==> src/rtl/reaction_pkg.sv <==
// Shared types and default timing constants for the reaction-time game blocks.
package reaction_pkg;

    typedef enum logic [2:0] {
        ST_IDLE     = 3'd0,
        ST_WAIT_LED = 3'd1,
        ST_TIMING   = 3'd2,
        ST_DONE     = 3'd3,
        ST_FAULT    = 3'd4
    } state_t;

    localparam int DEF_TICK_DIV = 50000;  // 50 MHz clk -> 1 ms tick
    localparam int DEF_MAX_MS   = 9999;

endpackage

==> src/rtl/btn_sync_edge.sv <==
// Two-flop synchronizer for a raw player input followed by a registered
// rising-edge pulse; a held input yields a single pulse.
module btn_sync_edge (
    input  logic i_clk,
    input  logic i_rst_n,
    input  logic i_async,
    output logic o_rise
);

    logic r_s1, r_s2, r_s3, r_rise;

    always_ff @(posedge i_clk) begin
        if (!i_rst_n) begin
            r_s1   <= 1'b0;
            r_s2   <= 1'b0;
            r_s3   <= 1'b0;
            r_rise <= 1'b0;
        end else begin
            r_s1   <= i_async;
            r_s2   <= r_s1;
            r_s3   <= r_s2;
            r_rise <= r_s2 & ~r_s3;
        end
    end

    assign o_rise = r_rise;

endmodule

==> src/rtl/reaction_timer.sv <==
// Measures LED-to-press response time in ms ticks, flags false starts and
// timeouts, and tracks the best valid time.
module reaction_timer
    import reaction_pkg::*;
#(
    parameter int TICK_DIV = DEF_TICK_DIV,
    parameter int MAX_MS   = DEF_MAX_MS,
    parameter int CNT_W    = 14
) (
    input  logic             i_clk,
    input  logic             i_rst_n,
    input  logic             i_arm,
    input  logic             i_led_on,
    input  logic             i_button,
    input  logic             i_clear_best,
    output logic             o_busy,
    output logic [CNT_W-1:0] o_result_ms,
    output logic             o_result_valid,
    output logic             o_timeout,
    output logic             o_false_start,
    output logic [CNT_W-1:0] o_best_ms
);

    localparam int               PRE_W  = $clog2(TICK_DIV + 1);
    localparam logic [PRE_W-1:0] PRE_TOP = PRE_W'(TICK_DIV - 1);
    localparam logic [CNT_W-1:0] MS_LAST = CNT_W'(MAX_MS - 1);
    localparam logic [CNT_W-1:0] MS_LIM  = CNT_W'(MAX_MS);

    generate
        if (CNT_W < $clog2(MAX_MS + 1)) begin : g_bad_cnt_w
            $error("reaction_timer: CNT_W too narrow for MAX_MS");
        end
    endgenerate

    state_t             r_state, w_state_nxt;
    logic [PRE_W-1:0]   r_pre;
    logic [CNT_W-1:0]   r_ms, r_result, r_best;
    logic               r_rv, r_tmo, r_fs;
    logic               w_press, w_ms_tick;
    logic               w_arm_start, w_enter_timing, w_hit, w_tmo, w_fs;

    btn_sync_edge u_btn (
        .i_clk   (i_clk),
        .i_rst_n (i_rst_n),
        .i_async (i_button),
        .o_rise  (w_press)
    );

    assign w_ms_tick = (r_pre == PRE_TOP);

    // arm=0 is checked first everywhere; press beats led_on and the final tick.
    always_comb begin
        w_state_nxt    = r_state;
        w_arm_start    = 1'b0;
        w_enter_timing = 1'b0;
        w_hit          = 1'b0;
        w_tmo          = 1'b0;
        w_fs           = 1'b0;
        case (r_state)
            ST_IDLE: begin
                if (i_arm) begin
                    w_state_nxt = ST_WAIT_LED;
                    w_arm_start = 1'b1;
                end
            end
            ST_WAIT_LED: begin
                if (!i_arm) begin
                    w_state_nxt = ST_IDLE;
                end else if (w_press) begin
                    w_state_nxt = ST_FAULT;
                    w_fs        = 1'b1;
                end else if (i_led_on) begin
                    w_state_nxt    = ST_TIMING;
                    w_enter_timing = 1'b1;
                end
            end
            ST_TIMING: begin
                if (!i_arm) begin
                    w_state_nxt = ST_IDLE;
                end else if (w_press) begin
                    w_state_nxt = ST_DONE;
                    w_hit       = 1'b1;
                end else if (w_ms_tick && r_ms == MS_LAST) begin
                    w_state_nxt = ST_DONE;
                    w_tmo       = 1'b1;
                end
            end
            ST_DONE, ST_FAULT: begin
                if (!i_arm) w_state_nxt = ST_IDLE;
            end
            default: w_state_nxt = ST_IDLE;
        endcase
    end

    always_ff @(posedge i_clk) begin
        if (!i_rst_n) r_state <= ST_IDLE;
        else          r_state <= w_state_nxt;
    end

    // Prescaler idles at 0 outside TIMING, so the first tick lands TICK_DIV after entry.
    always_ff @(posedge i_clk) begin
        if (!i_rst_n || r_state != ST_TIMING) r_pre <= '0;
        else if (w_ms_tick)                   r_pre <= '0;
        else                                  r_pre <= r_pre + 1'b1;
    end

    always_ff @(posedge i_clk) begin
        if (!i_rst_n)
            r_ms <= '0;
        else if (w_enter_timing)
            r_ms <= '0;
        else if (r_state == ST_TIMING && w_ms_tick && r_ms != MS_LIM)
            r_ms <= r_ms + 1'b1;
    end

    always_ff @(posedge i_clk) begin
        if (!i_rst_n) begin
            r_result <= '0;
            r_rv     <= 1'b0;
            r_tmo    <= 1'b0;
            r_fs     <= 1'b0;
        end else begin
            r_rv <= w_hit;
            if (w_arm_start) begin
                r_tmo <= 1'b0;
                r_fs  <= 1'b0;
            end
            if (w_fs)  r_fs <= 1'b1;
            if (w_hit) r_result <= r_ms;
            if (w_tmo) begin
                r_result <= MS_LIM;
                r_tmo    <= 1'b1;
            end
        end
    end

    always_ff @(posedge i_clk) begin
        if (!i_rst_n || i_clear_best) r_best <= '1;
        else if (w_hit && r_ms < r_best) r_best <= r_ms;
    end

    assign o_busy         = (r_state == ST_WAIT_LED) || (r_state == ST_TIMING);
    assign o_result_ms    = r_result;
    assign o_result_valid = r_rv;
    assign o_timeout      = r_tmo;
    assign o_false_start  = r_fs;
    assign o_best_ms      = r_best;

endmodule
==> config.mk <==
export PLATFORM = sky130hd
export DESIGN_NAME = reaction_timer
export DESIGN_NICKNAME = d
export VERILOG_FILES = /design/src/rtl/reaction_pkg.sv /design/src/rtl/btn_sync_edge.sv /design/src/rtl/reaction_timer.sv
export SDC_FILE = /design/constraint.sdc
export NUM_CORES = 1
export LEC_CHECK = 0
export BUFFER_PORTS_ARGS = -buffer_cell sky130_fd_sc_hd__buf_2
export CORE_MARGIN = 8
export CORE_UTILIZATION = 35
export CTS_CLUSTER_SIZE = 14
export DETAILED_ROUTE_END_ITERATION = 7
export PLACE_DENSITY = 0.49
export RECOVER_POWER = 25
export SLEW_MARGIN = 10
export SYNTH_ARGS = -nofsm -noshare
export SYNTH_HDL_FRONTEND = slang
export SYNTH_SLANG_ARGS = --single-unit
==> constraint.sdc <==
create_clock -name i_clk -period 4.7 [get_ports i_clk]
set_input_delay 0.705 -clock i_clk [delete_from_list [all_inputs] [get_ports i_clk]]
set_output_delay 0.705 -clock i_clk [all_outputs]
set_load 0.02 [all_outputs]
* Yosys cells after proc, flatten, opt, wreduce, memory -nomap -nowiden
Cells that the tools add are included.
** Word-level totals
- Bits in registers :: 68
** Cells by class
- Bitwise operators :: 3
- Add/subtract/negate cells :: 2
- Reduce and logical (&&, ||, !) cells :: 17
- Eq/ne operators :: 12
- Magnitude comparators :: 1
- Multiplexer cells :: 28
** Operators with widths (number)
- $mux 14 :: 2
- $mux 3 :: 8
- $mux 1 :: 17
- $add 16x1->16 const B :: 1
- $eq 16x16->1 const B :: 1
- $add 14x1->14 const B :: 1
- $eq 14x14->1 const B :: 1
- $lt 14x14->1 :: 1
- $ne 14x14->1 const B :: 1
- $pmux 3 s4 :: 1
- $ne 4x3->1 const B :: 2
- $reduce_or 2->1 :: 4
- $eq 3x2->1 const B :: 2
- $reduce_bool 2->1 :: 3
- $logic_and 1x1->1 :: 4
- $ne 2x2->1 const B :: 2
- $reduce_and 4->1 :: 1
- $eq 3x1->1 const B :: 1
- $eq 3x3->1 const B :: 1
- $logic_not 3->1 :: 1
- $logic_or 1x1->1 :: 3
- $ne 3x2->1 const B :: 1
- $not 1->1 :: 2
- $and 1x1->1 :: 1
- $logic_not 1->1 :: 1

* Longest topological paths before layout
- Word-level depth :: 7
- Depth in mapped cells :: 9

* Cells and area by module
From an unflattened synthesis, not the netlist that was laid out.
** Unflattened totals
- Cell total of the unflattened synthesis :: 348
- Area total of the unflattened synthesis :: 3204.3 um^2
** Modules (own cells, without submodules)
- reaction_timer :: times used 1, area an instance 3093.0 um^2, sequential area each 1281.2 um^2, cells each 340
- btn_sync_edge :: times used 1, area an instance 111.4 um^2, sequential area each 80.1 um^2, cells each 8

* Worst setup path after synthesis
Ideal clock, no wire load.
- Path kind :: register to register
- Start :: reg r_best[7] (netlist: o_best_ms[7])
- End :: reg r_best[10] (netlist: o_best_ms[10])
- Required time :: 4.562 ns
- Setup time :: 0.138 ns
- Data arrival time :: 2.266 ns
- Slack :: 2.296 ns
- Stages on the path, launching flop included :: 10
- Cells stage by stage :: dfxtp_1 -> inv_1 -> ha_1 -> a21o_1 -> a221o_1 -> a2111oi_0 -> o21a_1 -> buf_2 -> buf_4 -> o211ai_1
** Between the ends
- Cells in the longest elaborated chain, start to end :: 2
** RTL lines
- from (decl) :: RTL line reaction_timer.sv:37 : logic [CNT_W-1:0] r_ms, r_result, r_best;
- from (signal assigned) :: RTL line reaction_timer.sv:139 : else if (w_hit && r_ms < r_best) r_best <= r_ms;
- $lt 14x14->1 :: RTL line reaction_timer.sv:139
- $logic_and 1x1->1 :: RTL line reaction_timer.sv:139
No other way between the ends.
A chain may end at the register's enable or synchronous reset.

* Worst setup path after layout
- Start :: reg r_ms[8]
- End :: reg r_best[0] (netlist: o_best_ms[0])
** Between the ends
- Cells in the longest elaborated chain, start to end :: 2
** RTL lines
- from (decl) :: RTL line reaction_timer.sv:37
- from (signal assigned) :: RTL line reaction_timer.sv:113 : r_ms <= r_ms + 1'b1;
- $lt 14x14->1 :: RTL line reaction_timer.sv:139
- $logic_and 1x1->1 :: RTL line reaction_timer.sv:139
No other way between the ends.

==> results.cfg <==
[power]
vdd.ir_drop.worst_mv = 0.161
internal_power_uw = 839
power.static_leakage_uw = 0.00157
net-switching-power_uw = 237
seq_power_share = 0.539
sw_frac_of_total = 0.220
power_frac_comb = 0.021
power.density_mw_per_mm2 = 289
power.clock.fraction = 0.440

[cells_and_area]
finalInstanceArea_mm2 = 0.00373
final_cells = 510
finalNetCount = 417
antennaDiodeCount = 0
syn_to_final_growth_pct = 13.0
final.fill_count = 946
share_of_cells_above_drive_strength_1 = 0.115

[synthesis]
ys_warn_count = 0
synth-seq-area-share = 0.412
syn_nets = 384
synth_edf_count = 0
synth_area_mm2 = 0.00330
synth_top_flop_cell = sky130_fd_sc_hd__dfxtp_1
syn_area_per_cell_um2 = 9.12
synthDistinctLibCells = 55
ys_ff_latch = 68
synthArstFlopShare = 0
post_synth_inst_count = 362

[timing]
fin_worst_hold_slack_ns = 0.392
hold_viol_final = 0
clock_skew_ns = 0.00745
rsz0062_at_grt = false
timing.final.max_slew_violations = 0
max_freq_mhz = 361
slew-limit-headroom = 0.286
max_slew.worst_pin.slew_ns = 1.06
sum_of_negative_setup_slack_ns = 0
setup_viol = 0
final_period_minus_worst_setup_slack_ns = 2.77
final.period_utilization = 0.590

[critical_path]
critical_path_endpoint = o_best_ms[0]
r2r_endpoint = o_best_ms[0]
timing.critical_path.required_ns = 4.96
crit_path_max_fanout = 14
regToRegSetupSlack_ns = 1.93
worst_setup_path_start_kind = register
critical_path.endpoint_type = register
r2r-start = r_ms[8]
worst_r2r_path_depth = 7
worst-endpoint-arrival_ns = 3.04
path_class = register to register
worst_setup_path_startpoint = r_ms[8]

[hold_path]
hold_class = register to register

[detailed_routing]
drt-pass1-iter-count = 4
post-route-drc-count = 0
drt_iter0_drc = 92
routed_wirelength_mm = 7.53
final_antenna_net_count = 0
vias_per_cell = 5.16
num_vias = 2631
avgRoutedWirePerCell_um = 14.8

[placed_design]
place.gp.congestion = 0.765
number_of_placed_instances_with_taps_included = 495
final_hpwl_from_detailed_placement_mm = 5.50
placement.io_buffers = 37
placed_cell_area_mm2 = 0.00356

[clocking]
cts_setup_buffers = 0
tritoncts_clock_tree = done
worst_setup_hold_path_clk_slew_ns = 0.07
cts_resized = 0
htree_num_levels = 3
tritoncts_num_sinks = 68
cts-buffers-inserted = 9
ctsLongestPathBuffers = 2
clk_root_buffer_cell = sky130_fd_sc_hd__clkbuf_8
insertion_delay_ns = 0.34
postCtsHoldBufs = 0

[run_status]
status = finished, final reports clean

[floorplanning]
io_pins = 38
floorplan.initialDensity = 0.359
die-area_mm2 = 0.0128
fp.dieW_um = 113
placementRows = 35
fp.dieH_um = 113
core_area_mm2 = 0.00920

[grt]
grtUsageMet3 = 0.0357
antenna_found_initial = 0
global_route_total_overflow = 0
global_route_met2_utilization = 0.204
vias_in_the_first_global_route = 2602
global_route.peak_usage_layer = met2
grt_pass1_wl_mm = 12.8
grt_usage = 0.124
grt_max_degree = 26
grtUsageMet1 = 0.150

[run]
cap_viol_max_count = 0
-- flip-flops by register name, summed over array words and instances (netlist names) --
register and flops:
u_btn.r_s1 1, o_false_start 1, u_btn.r_s3 1, r_state 3, u_btn.r_s2 1, r_pre 16, o_timeout 1, u_btn.o_rise 1
o_result_valid 1, o_result_ms 14, o_best_ms 14, r_ms 14
-- power groups by stage --
stage	logic [µW]	clock network [µW]	registers [µW]
floorplan	17.3	0	592
global placement	23.4	0	594
detailed placement	23.5	0	594
CTS	23.6	493	580
global route	26.2	519	581
finish	23.1	473	580
-- critical path: stages, from the launching register on --
cell	delay, ns
sky130_fd_sc_hd__dfxtp_1	0.53
sky130_fd_sc_hd__ha_1	0.30
sky130_fd_sc_hd__and2_0	0.17
sky130_fd_sc_hd__a221o_1	0.29
sky130_fd_sc_hd__a2111oi_1	0.41
sky130_fd_sc_hd__buf_4	0.24
sky130_fd_sc_hd__o21a_1	0.52
sky130_fd_sc_hd__mux2i_1	0.24
-- cell type report --
cell class                 count  area (µm²)  share of cell area
clock buffer                  10         138              0.0369
timing repair buffer          40         185              0.0497
tap                          111         139              0.0372
inverter                      22        82.6              0.0221
sequential                    68        1360               0.365
multi-input combinational    254        1770               0.475
clock inverter                 5        52.6              0.0141
-- Yosys cell counts (5+ instances only) --
library cell | count | area (µm²)
sky130_fd_sc_hd__or3_1 | 14 | 87.6
sky130_fd_sc_hd__a21oi_1 | 19 | 95.1
sky130_fd_sc_hd__o21ai_1 | 10 | 50.1
sky130_fd_sc_hd__xor2_1 | 5 | 43.8
sky130_fd_sc_hd__nand2_1 | 16 | 60.1
sky130_fd_sc_hd__clkbuf_1 | 7 | 26.3
sky130_fd_sc_hd__dfxtp_1 | 68 | 1360
sky130_fd_sc_hd__nand3_1 | 16 | 80.1
sky130_fd_sc_hd__o21ai_0 | 7 | 35.0
sky130_fd_sc_hd__xnor2_1 | 8 | 70.1
sky130_fd_sc_hd__o211ai_1 | 22 | 165
sky130_fd_sc_hd__inv_1 | 21 | 78.8
sky130_fd_sc_hd__ha_1 | 16 | 200
sky130_fd_sc_hd__a21boi_1 | 10 | 75.1
sky130_fd_sc_hd__or4_1 | 5 | 37.5
sky130_fd_sc_hd__and3_1 | 9 | 56.3
sky130_fd_sc_hd__buf_2 | 7 | 35.0
sky130_fd_sc_hd__mux2i_1 | 17 | 170
sky130_fd_sc_hd__nor2_1 | 34 | 128
-- routing by layer --
metal | vias up | part of all wire
li1 | 1371 | -
met1 | 1215 | 0.49
met2 | 37 | 0.46
met3 | 8 | 0.037
met4 | 0 | 0.014
met5 | - | 0
-- stage by stage --
step	setup slack (ns)	util	power, µW
2_1_floorplan	2.30	-	610
3_3_place_gp	1.97	0.387	617
3_5_place_dp	1.90	0.387	617
4_1_cts	1.90	0.408	1100
5_1_grt	1.70	0.405	1130
6_report	1.93	0.405	1080
-- logic make-up (layout without fill, tap and decap cells) --
logic type / count (synthesis) / count (layout) / synth area share
compound gates: 79 / 79 / 0.159
xor+xnor: 13 / 13 / 0.0345
fa+ha+maj: 16 / 16 / 0.0607
buf+inv: 40 / 77 / 0.0516
flops: 68 / 68 / 0.412
mux: 17 / 17 / 0.0516
simple gates: 129 / 129 / 0.230
-- worst min path at each step --
stage	from	end	slack, ns	cells after the start
4_1_cts	u_btn.r_s3	u_btn.o_rise	0.39	1
6_report	u_btn.r_s3	u_btn.o_rise	0.39	1
3_5_place_dp	u_btn.r_s3	u_btn.o_rise	0.38	1
3_3_place_gp	u_btn.r_s3	u_btn.o_rise	0.37	1
5_1_grt	u_btn.r_s3	u_btn.o_rise	0.42	1
2_1_floorplan	u_btn.r_s3	u_btn.o_rise	0.37	1
-- cells in the final DEF (no fill, tap or decap), types with 14 or more instances in the layout --
| cell | instances |
|---|---|
| sky130_fd_sc_hd__clkbuf_1 | 18 |
| sky130_fd_sc_hd__o211ai_1 | 22 |
| sky130_fd_sc_hd__buf_2 | 19 |
| sky130_fd_sc_hd__a21oi_1 | 19 |
| sky130_fd_sc_hd__dfxtp_1 | 68 |
| sky130_fd_sc_hd__nand3_1 | 16 |
| sky130_fd_sc_hd__ha_1 | 16 |
| sky130_fd_sc_hd__mux2i_1 | 17 |
| sky130_fd_sc_hd__or3_1 | 14 |
| sky130_fd_sc_hd__inv_1 | 21 |
| sky130_fd_sc_hd__nor2_1 | 34 |
| sky130_fd_sc_hd__nand2_1 | 16 |
No activity file was read; power rests on OpenSTA's default activity.
